File: config.mk
export PLATFORM = sky130hd
export DESIGN_NAME = maxpool
export DESIGN_NICKNAME = d
export VERILOG_FILES = /design/src/rtl/maxpool_pkg.sv /design/src/rtl/pool_linebuf.sv /design/src/rtl/maxpool.sv
export SDC_FILE = /design/constraint.sdc
export NUM_CORES = 1
export LEC_CHECK = 0
export ABC_CLOCK_PERIOD_IN_PS = 7000
export CORE_MARGIN = 1.5
export CORE_UTILIZATION = 30
export DETAILED_ROUTE_END_ITERATION = 7
export PLACE_DENSITY = 0.53
export SLEW_MARGIN = 20
export SYNTH_ARGS = -nofsm -noshare
export SYNTH_HDL_FRONTEND = slang
export SYNTH_SLANG_ARGS = --single-unit
File: constraint.sdc
create_clock -name i_clk -period 7 [get_ports i_clk]
set_input_delay 0.7 -clock i_clk [delete_from_list [all_inputs] [get_ports i_clk]]
set_output_delay 0.7 -clock i_clk [all_outputs]
set_load 0.01 [all_outputs]
File: src/rtl/maxpool_pkg.sv
// Shared definitions for the max-pooling stage: datapath width, pooled-size
// helper and a signed maximum used by both compare levels.
package maxpool_pkg;

  // Sample width shared with the PE and relu accumulators.
  localparam int unsigned DATA_WIDTH = 48;

  // Widest sample the max helper supports; callers sign-extend into it.
  localparam int unsigned MAX_DW = 64;

  // Pooled map size for an incoming map of size fm (floor division).
  function automatic int unsigned out_size(input int unsigned fm);
    return fm / 2;
  endfunction

  // Signed maximum; ties return either operand, which carry the same value.
  function automatic logic signed [MAX_DW-1:0] smax(input logic signed [MAX_DW-1:0] a,
                                                    input logic signed [MAX_DW-1:0] b);
    return (a > b) ? a : b;
  endfunction

endpackage

File: src/rtl/pool_linebuf.sv
// Half-width line buffer holding one horizontal max per output column.
// Ports:
//   i_clk          clock
//   i_we           write enable
//   i_waddr/i_wdata write port
//   i_raddr        asynchronous read address
//   o_rdata        read data (combinational)
// Contents are not reset: every entry is written on an even row before the
// following odd row reads it.
module pool_linebuf #(
  parameter int unsigned DEPTH = 2,
  parameter int unsigned WIDTH = 48,
  parameter int unsigned AW    = (DEPTH > 1) ? $clog2(DEPTH) : 1
) (
  input  logic                    i_clk,
  input  logic                    i_we,
  input  logic [AW-1:0]           i_waddr,
  input  logic signed [WIDTH-1:0] i_wdata,
  input  logic [AW-1:0]           i_raddr,
  output logic signed [WIDTH-1:0] o_rdata
);

  generate
    if (DEPTH == 1) begin : g_single
      // Single entry: addresses carry no information.
      logic signed [WIDTH-1:0] r_mem;
      logic                    w_unused_addr;

      assign w_unused_addr = ^{i_waddr, i_raddr};

      always_ff @(posedge i_clk) begin
        if (i_we) r_mem <= i_wdata;
      end

      assign o_rdata = r_mem;
    end else begin : g_array
      logic signed [WIDTH-1:0] r_mem [DEPTH];

      always_ff @(posedge i_clk) begin
        if (i_we) r_mem[i_waddr] <= i_wdata;
      end

      assign o_rdata = r_mem[i_raddr];
    end
  endgenerate

endmodule

File: src/rtl/maxpool.sv
// Streaming 2x2 stride-2 max pooling on a raster-ordered feature map.
// Ports:
//   i_clk, i_rst_n  clock, asynchronous active-low reset
//   i_en, i_data    input sample valid / signed sample (row-major)
//   o_en            one-cycle pulse per pooled result
//   o_data          pooled result, held between pulses
//   o_last          marks the final result of a frame (with o_en)
module maxpool #(
  parameter int unsigned FM_SIZE    = 4,
  parameter int unsigned DATA_WIDTH = maxpool_pkg::DATA_WIDTH
) (
  input  logic                         i_clk,
  input  logic                         i_rst_n,
  input  logic                         i_en,
  input  logic signed [DATA_WIDTH-1:0] i_data,
  output logic                         o_en,
  output logic signed [DATA_WIDTH-1:0] o_data,
  output logic                         o_last
);

  import maxpool_pkg::*;

  localparam int unsigned OUT_SIZE = out_size(FM_SIZE);
  localparam int unsigned CW       = $clog2(FM_SIZE);
  localparam int unsigned LB_AW    = (OUT_SIZE > 1) ? $clog2(OUT_SIZE) : 1;

  localparam logic [CW-1:0] LAST_IDX = CW'(FM_SIZE - 1);
  localparam logic [CW-1:0] POOL_END = CW'(2 * OUT_SIZE - 1);

  logic [CW-1:0]               r_col;
  logic [CW-1:0]               r_row;
  logic signed [DATA_WIDTH-1:0] r_pair;

  logic                         w_col_wrap;
  logic                         w_lb_we;
  logic [LB_AW-1:0]             w_lb_addr;
  logic signed [DATA_WIDTH-1:0] w_hmax;
  logic signed [DATA_WIDTH-1:0] w_lb_rdata;
  logic signed [DATA_WIDTH-1:0] w_pmax;
  logic                         w_emit;

  // Odd FM_SIZE leaves an even trailing row/column, so the odd-index tests
  // alone already exclude it from pooling.
  assign w_col_wrap = (r_col == LAST_IDX);
  assign w_lb_addr  = LB_AW'(r_col >> 1);
  assign w_lb_we    = i_en && r_col[0] && !r_row[0];
  assign w_emit     = i_en && r_col[0] && r_row[0];

  // Horizontal then vertical max.
  assign w_hmax = DATA_WIDTH'(smax(MAX_DW'(r_pair), MAX_DW'(i_data)));
  assign w_pmax = DATA_WIDTH'(smax(MAX_DW'(w_hmax), MAX_DW'(w_lb_rdata)));

  pool_linebuf #(
    .DEPTH (OUT_SIZE),
    .WIDTH (DATA_WIDTH),
    .AW    (LB_AW)
  ) u_linebuf (
    .i_clk   (i_clk),
    .i_we    (w_lb_we),
    .i_waddr (w_lb_addr),
    .i_wdata (w_hmax),
    .i_raddr (w_lb_addr),
    .o_rdata (w_lb_rdata)
  );

  // Raster position counters and horizontal pair capture.
  always_ff @(posedge i_clk or negedge i_rst_n) begin
    if (!i_rst_n) begin
      r_col  <= '0;
      r_row  <= '0;
      r_pair <= '0;
    end else if (i_en) begin
      if (w_col_wrap) begin
        r_col <= '0;
        r_row <= (r_row == LAST_IDX) ? '0 : r_row + CW'(1);
      end else begin
        r_col <= r_col + CW'(1);
      end
      if (!r_col[0]) r_pair <= i_data;
    end
  end

  // Output registers; o_data holds between pulses.
  always_ff @(posedge i_clk or negedge i_rst_n) begin
    if (!i_rst_n) begin
      o_en   <= 1'b0;
      o_last <= 1'b0;
      o_data <= '0;
    end else begin
      o_en   <= w_emit;
      o_last <= w_emit && (r_row == POOL_END) && (r_col == POOL_END);
      if (w_emit) o_data <= w_pmax;
    end
  end

endmodule

# --- Word-level counts from Yosys, hierarchy flattened ---
# Memory sizes are Yosys's and may differ from the RTL's.
# Cells that the tools add are included.
totals:
  reg_bits: 102
  ramBits: 96
  input_bits: 51
  out_inout_bits: 50
  elab_cells: 28
  n_memories: 1
memory_table:
  columns: ["memory", "words", "width", "read_ports", "rd_ports_with_merged_regs", "wr", "line_no", "rtl"]
  rows:
  - ["u_linebuf.g_array.r_mem", 2, 48, 1, 0, 1, "pool_linebuf.sv:37", "logic signed [WIDTH-1:0] r_mem [DEPTH];"]
op_classes:
  add_sub_neg: 2
  n_lt_le_gt_ge: 2
  eq_ne: 2
  mux: 6
  bitwise_logic: 1
  reduce_logical: 8
op_table:
  columns: ["op", "n"]
  rows:
  - ["$gt A48 B48 Y1", 2]
  - ["$mux W48", 2]
  - ["$logic_and A1 B1 Y1", 5]
  - ["$add A2 B1 Y2 const B", 2]
  - ["$eq A2 B2 Y1 const B", 2]
  - ["$mux W2", 2]
  - ["$reduce_and A2 Y1", 2]
  - ["$mux W1", 2]
  - ["$logic_not A1 Y1", 1]
  - ["$not A1 Y1", 1]

# --- Logic depth before layout (Yosys ltp) ---
# Gate-level depths: netlist (run 1).
logic_depth:
  ltp_word: 4
  ltp_mapped: 24
  depth_no_buf: 19

# --- Modules after synthesis ---
# From an unflattened synthesis (run 1), not the netlist that was laid out.
hier_totals:
  cells_unflattened: 1159
  hier_area_um2: 12208.0
modules_own_cells:
  columns: ["module", "instances", "cells_each", "area_each_um2", "seq_area_each_um2"]
  rows:
  - ["maxpool", 1, 1008, 8653.3, 2552.4]
  - ["pool_linebuf", 1, 151, 3554.7, 2882.8]

# --- Worst setup path after synthesis (run 1) ---
# No wires, ideal clock.
synth_timing:
  kind: "in2reg"
  from: "in i_data[47]"
  to: "reg o_data[0]"
  setup_time_ns: 0.135
  t_arrival_ns: 5.046
  required_time_ns: 6.865
  setup_slack_ns: 1.820
  cell_stages: 23
  path_buffers: 5
  path_cell_list: "inv_1 -> ha_1 -> buf_4 -> nand4_4 -> nor4_4 -> nand3_2 -> nor3_2 -> or3_1 -> buf_4 -> buf_6 -> buf_2 -> nor4_1 -> a211o_1 -> ha_1 -> a21o_1 -> a21o_1 -> a221oi_1 -> o22ai_1 -> nor4_1 -> mux2_4 -> clkbuf_1 -> a2111oi_2 -> o31ai_1"
synth_via:
  elab_chain_len: 4
synth_rtl:
  columns: ["item", "line_no", "rtl"]
  rows:
  - ["start, declared", "maxpool.sv:15", "input logic signed [DATA_WIDTH-1:0] i_data,"]
  - ["$gt A48 B48 Y1", "maxpool_pkg.sv:19", "return (a > b) ? a : b;"]
  - ["$mux W48", "maxpool_pkg.sv:19", null]
  - ["named net u_linebuf.i_wdata[13]", "pool_linebuf.sv:18", "input logic signed [WIDTH-1:0] i_wdata,"]
  - ["$gt A48 B48 Y1", "maxpool_pkg.sv:19", null]
  - ["$mux W48", "maxpool_pkg.sv:19", null]
  - ["end signal, assigned", "maxpool.sv:92", "if (w_emit) o_data <= w_pmax;"]
  - ["end, declared", "maxpool.sv:17", "output logic signed [DATA_WIDTH-1:0] o_data,"]
# The timed path passes the listed nets, and every way through them passes these cells.
# A chain may end at the register's enable or synchronous reset.

# --- Worst setup path after layout (run 1) ---
layout_timing:
  from: "in i_data[10]"
  to: "reg o_data[20]"
# The elaborated chain is that of the path after synthesis.

==> results of run 1 <==
-- critical path: stages --
cell and delay [ns]:
clkdlybuf4s50_1 0.51, inv_1 0.07, ha_1 0.32, nand4_1 0.20, inv_1 0.06, a221oi_1 0.54
nor3_2 0.10, or3_1 0.49, o211ai_4 0.23, buf_4 0.35, a211o_1 0.33, ha_1 0.29
a21oi_1 0.14, o21ai_0 0.11, a21oi_1 0.42, o22ai_1 0.14, nor4_1 0.34, mux2_4 0.61
nor2_4 0.06, buf_12 0.24, a221o_1 0.32
-- metal layers --
layer / up-vias / routed length [um] / GRT usage (%) / share of wire [%]
li1: 4382 / - / - / -
met1: 4324 / 16700 / 24.2 / 49
met2: 157 / 15000 / 25.8 / 45
met3: 37 / 1190 / 2.69 / 3.5
met4: 2 / 822 / 5.72 / 2.4
met5: - / 13 / 0 / 0.039
-- power by group --
group          total [mW]  switching (mW)  internal (mW)
Combinational        3.48            2.01           1.46
Sequential           2.03           0.316           1.72
Clock               0.979           0.481          0.498
Total                6.49            2.81           3.68
-- cell families after synthesis --
group,Yosys count,share of synthesized area [%]
and+or+nand+nor,333,16.0
buffers and inverters,183,6.36
adders and majority gates,98,10.4
muxes,52,4.50
DFF,198,46.2
AOI/OAI and AO/OA,281,16.5
-- stage by stage --
step | power [mW] | instance area [sq um] | util (%) | instances | setup slack (ns)
after floorplan | 4.29 | 11800 | - | 1145 | 1.82
after global placement | 5.47 | 13300 | 34.5 | 1707 | 0.351
after detailed placement | 5.55 | 13300 | 34.5 | 1707 | 0.284
after CTS | 6.54 | 13900 | 36.0 | 1739 | 0.762
after global routing | 6.99 | 13900 | 36.0 | 1739 | 0.396
final | 6.49 | 13900 | 36.0 | 1739 | 0.752
-- worst max-delay path by stage --
stage          startpoint                      to  slack (ns)  cells past startpoint
2_1_floorplan  i_data[47]   o_data[0]$_DFFE_PN0P_        1.82                     23
3_3_place_gp   i_data[10]  o_data[29]$_DFFE_PN0P_        0.35                     21
3_5_place_dp    i_data[5]  o_data[14]$_DFFE_PN0P_        0.28                     21
4_1_cts         i_data[5]  o_data[20]$_DFFE_PN0P_        0.76                     21
5_1_grt         i_data[5]  o_data[40]$_DFFE_PN0P_        0.40                     21
6_report       i_data[10]  o_data[20]$_DFFE_PN0P_        0.75                     21
-- sequential cells by signal (all words and copies together) (netlist names) --
| register | flops |
|---|---|
| o_data | 48 |
| o_en | 1 |
| r_pair | 48 |
| u_linebuf.g_array.r_mem | 96 |
| r_col | 2 |
| r_row | 2 |
| o_last | 1 |
-- final cells by class --
type | instances | area (sq um) | area share [%]
clock inverter | 12 | 106 | 0.765
clock buffer | 20 | 468 | 3.37
multi-input combinational | 764 | 5630 | 40.5
inverter | 100 | 375 | 2.70
tap | 518 | 648 | 4.66
sequential | 198 | 5440 | 39.1
timing repair buffer | 127 | 1240 | 8.91
-- cells in the final DEF (no fill, tap or decap), types with 23 or more instances in the layout --
| cell type | n |
|---|---|
| buf_4 | 25 |
| a21o_1 | 23 |
| nand4_1 | 23 |
| a211o_1 | 47 |
| clkdlybuf4s50_1 | 99 |
| o21ai_0 | 57 |
| nand3_1 | 57 |
| nor3b_1 | 37 |
| dfrtp_1 | 101 |
| mux2i_1 | 47 |
| a221o_1 | 37 |
| ha_1 | 97 |
| edfxtp_1 | 96 |
| a21oi_1 | 87 |
| nor4_1 | 53 |
| nand2_1 | 69 |
| and2_1 | 49 |
| inv_1 | 100 |
==> impl_metrics.toml, run 1 <==
[route]
drc = 0
via_count = 8902
antenna_left = 0
wire_per_inst_um = 19.4
drtIter0Drc = 639
dr.pass1.iters = 4
wirelength_um = 33700
viasPerCell = 5.12

[clocking]
cts_htree_levels = 4
ctsHoldBuffers = 0
cts_sinks = 198
cts_tree = "yes"
clockBufferDepth = 2
cts_resized = 0
cts_setup_buffers = 0
numCtsBuffers = 17
root_buffer = "clkbuf_16"
clkTransAtPathRegs_ns = 0.08
clk_latency_ns = 0.45

[final_layout]
nNetsFinal = 1357
syn2layout_area_growth_pct = 18.1
antenna_cells = 0
drive_above_1_share_pct = 6.72
n_fill_cell = 3800

[die]
dieArea_sq_mm = 0.0405
core-area_sq_mm = 0.0386
io_pins = 101
die_w_um = 201
initial_core_util_pct = 30.5
die_h_um = 201
fp-row-count = 72

[global_routing]
grt_pass1_wl_um = 52500
antenna_found_initial = 1
grt_overflow_total = 0
grt_start_max_net_pins = 99
grt_pass1_vias = 8771
track_usage_pct = 16.9

[timing]
rsz0062_at_grt = "no"
fin_hold_ws_ns = 0.266
max-slew-margin-rel_pct = 29.7
period_share_pct = 89.3
setup_violations = 0
finalHoldViolations = 0
slew_viol_final = 0
fmax_mhz = 160
fin_worst_skew_ns = 0.0130
setup_tns_ns = 0
fin_crit_ns = 6.25
tightest_slew_ns = 1.05

[synthesis]
synth_seq_area_share_pct = 46.2
synthArstFlopShare_pct = 51.5
synth_warnings = 0
synthTopCellsByCount = "102 x dfrtp_1, 100 x inv_1, 98 x ha_1"
synth_top_flop_cell = "dfrtp_1"
yosys_register_bits = 198
syn_area_sq_mm = 0.0118
synth_cells = 1145
syn-num-nets = 1294
yosysTopAreaCell = "edfxtp_1"
synth_most_common_cell = "dfrtp_1"
yosysTopAreaCellShare_pct = 24.5
synth_area_leaders = "edfxtp_1 24%, dfrtp_1 22%, ha_1 10%"
syn_avg_cell_area_sq_um = 10.3
synthDistinctLibCells = 52
synth_edf_count = 96

[setup_path]
cp-end-kind = "flop"
crit_fanout = 51
reg2regPathDepth = 19
cp-start-kind = "primary input"
r2r-end = "o_data[20]$_DFFE_PN0P_"
reg2reg_slack_ns = 1.15
critPathRequiredTime_ns = 7.33
timing.rr.start = "r_pair[7]$_DFFE_PN0P_"
worstPathArrival_ns = 6.57
setup.worst_path.class = "primary input to flop"

[power_and_ir_drop]
cellPowerDensity_mw_per_mm2 = 467
p_leak_nw = 6.00
vdd_drop_max_uv = 249

[placed_design]
routabilityCongestion = 0.799
hpwl_um = 23000
io_buffers = 100

[worst_hold_path]
hold_path.class = "primary input to async pin"

[status]
status = "complete, no violations"

[flow_run]
maxCapViolCount = 0
Note: power is estimated with default switching activity, not from simulation.
==> run 2, diff against run 1 <==
==> constraint.sdc (replaced) <==
create_clock -name i_clk -period 7 [get_ports i_clk]
set_input_delay 0.7 -clock i_clk [delete_from_list [all_inputs] [get_ports i_clk]]
set_output_delay 0.7 -clock i_clk [all_outputs]
set_load 0.1 [all_outputs]
==> results of run 2 <==
The final DEF is identical to that of run 1. Status: complete, no violations.
Main changes from that run: total power 6.49 mW -> 7.30 mW
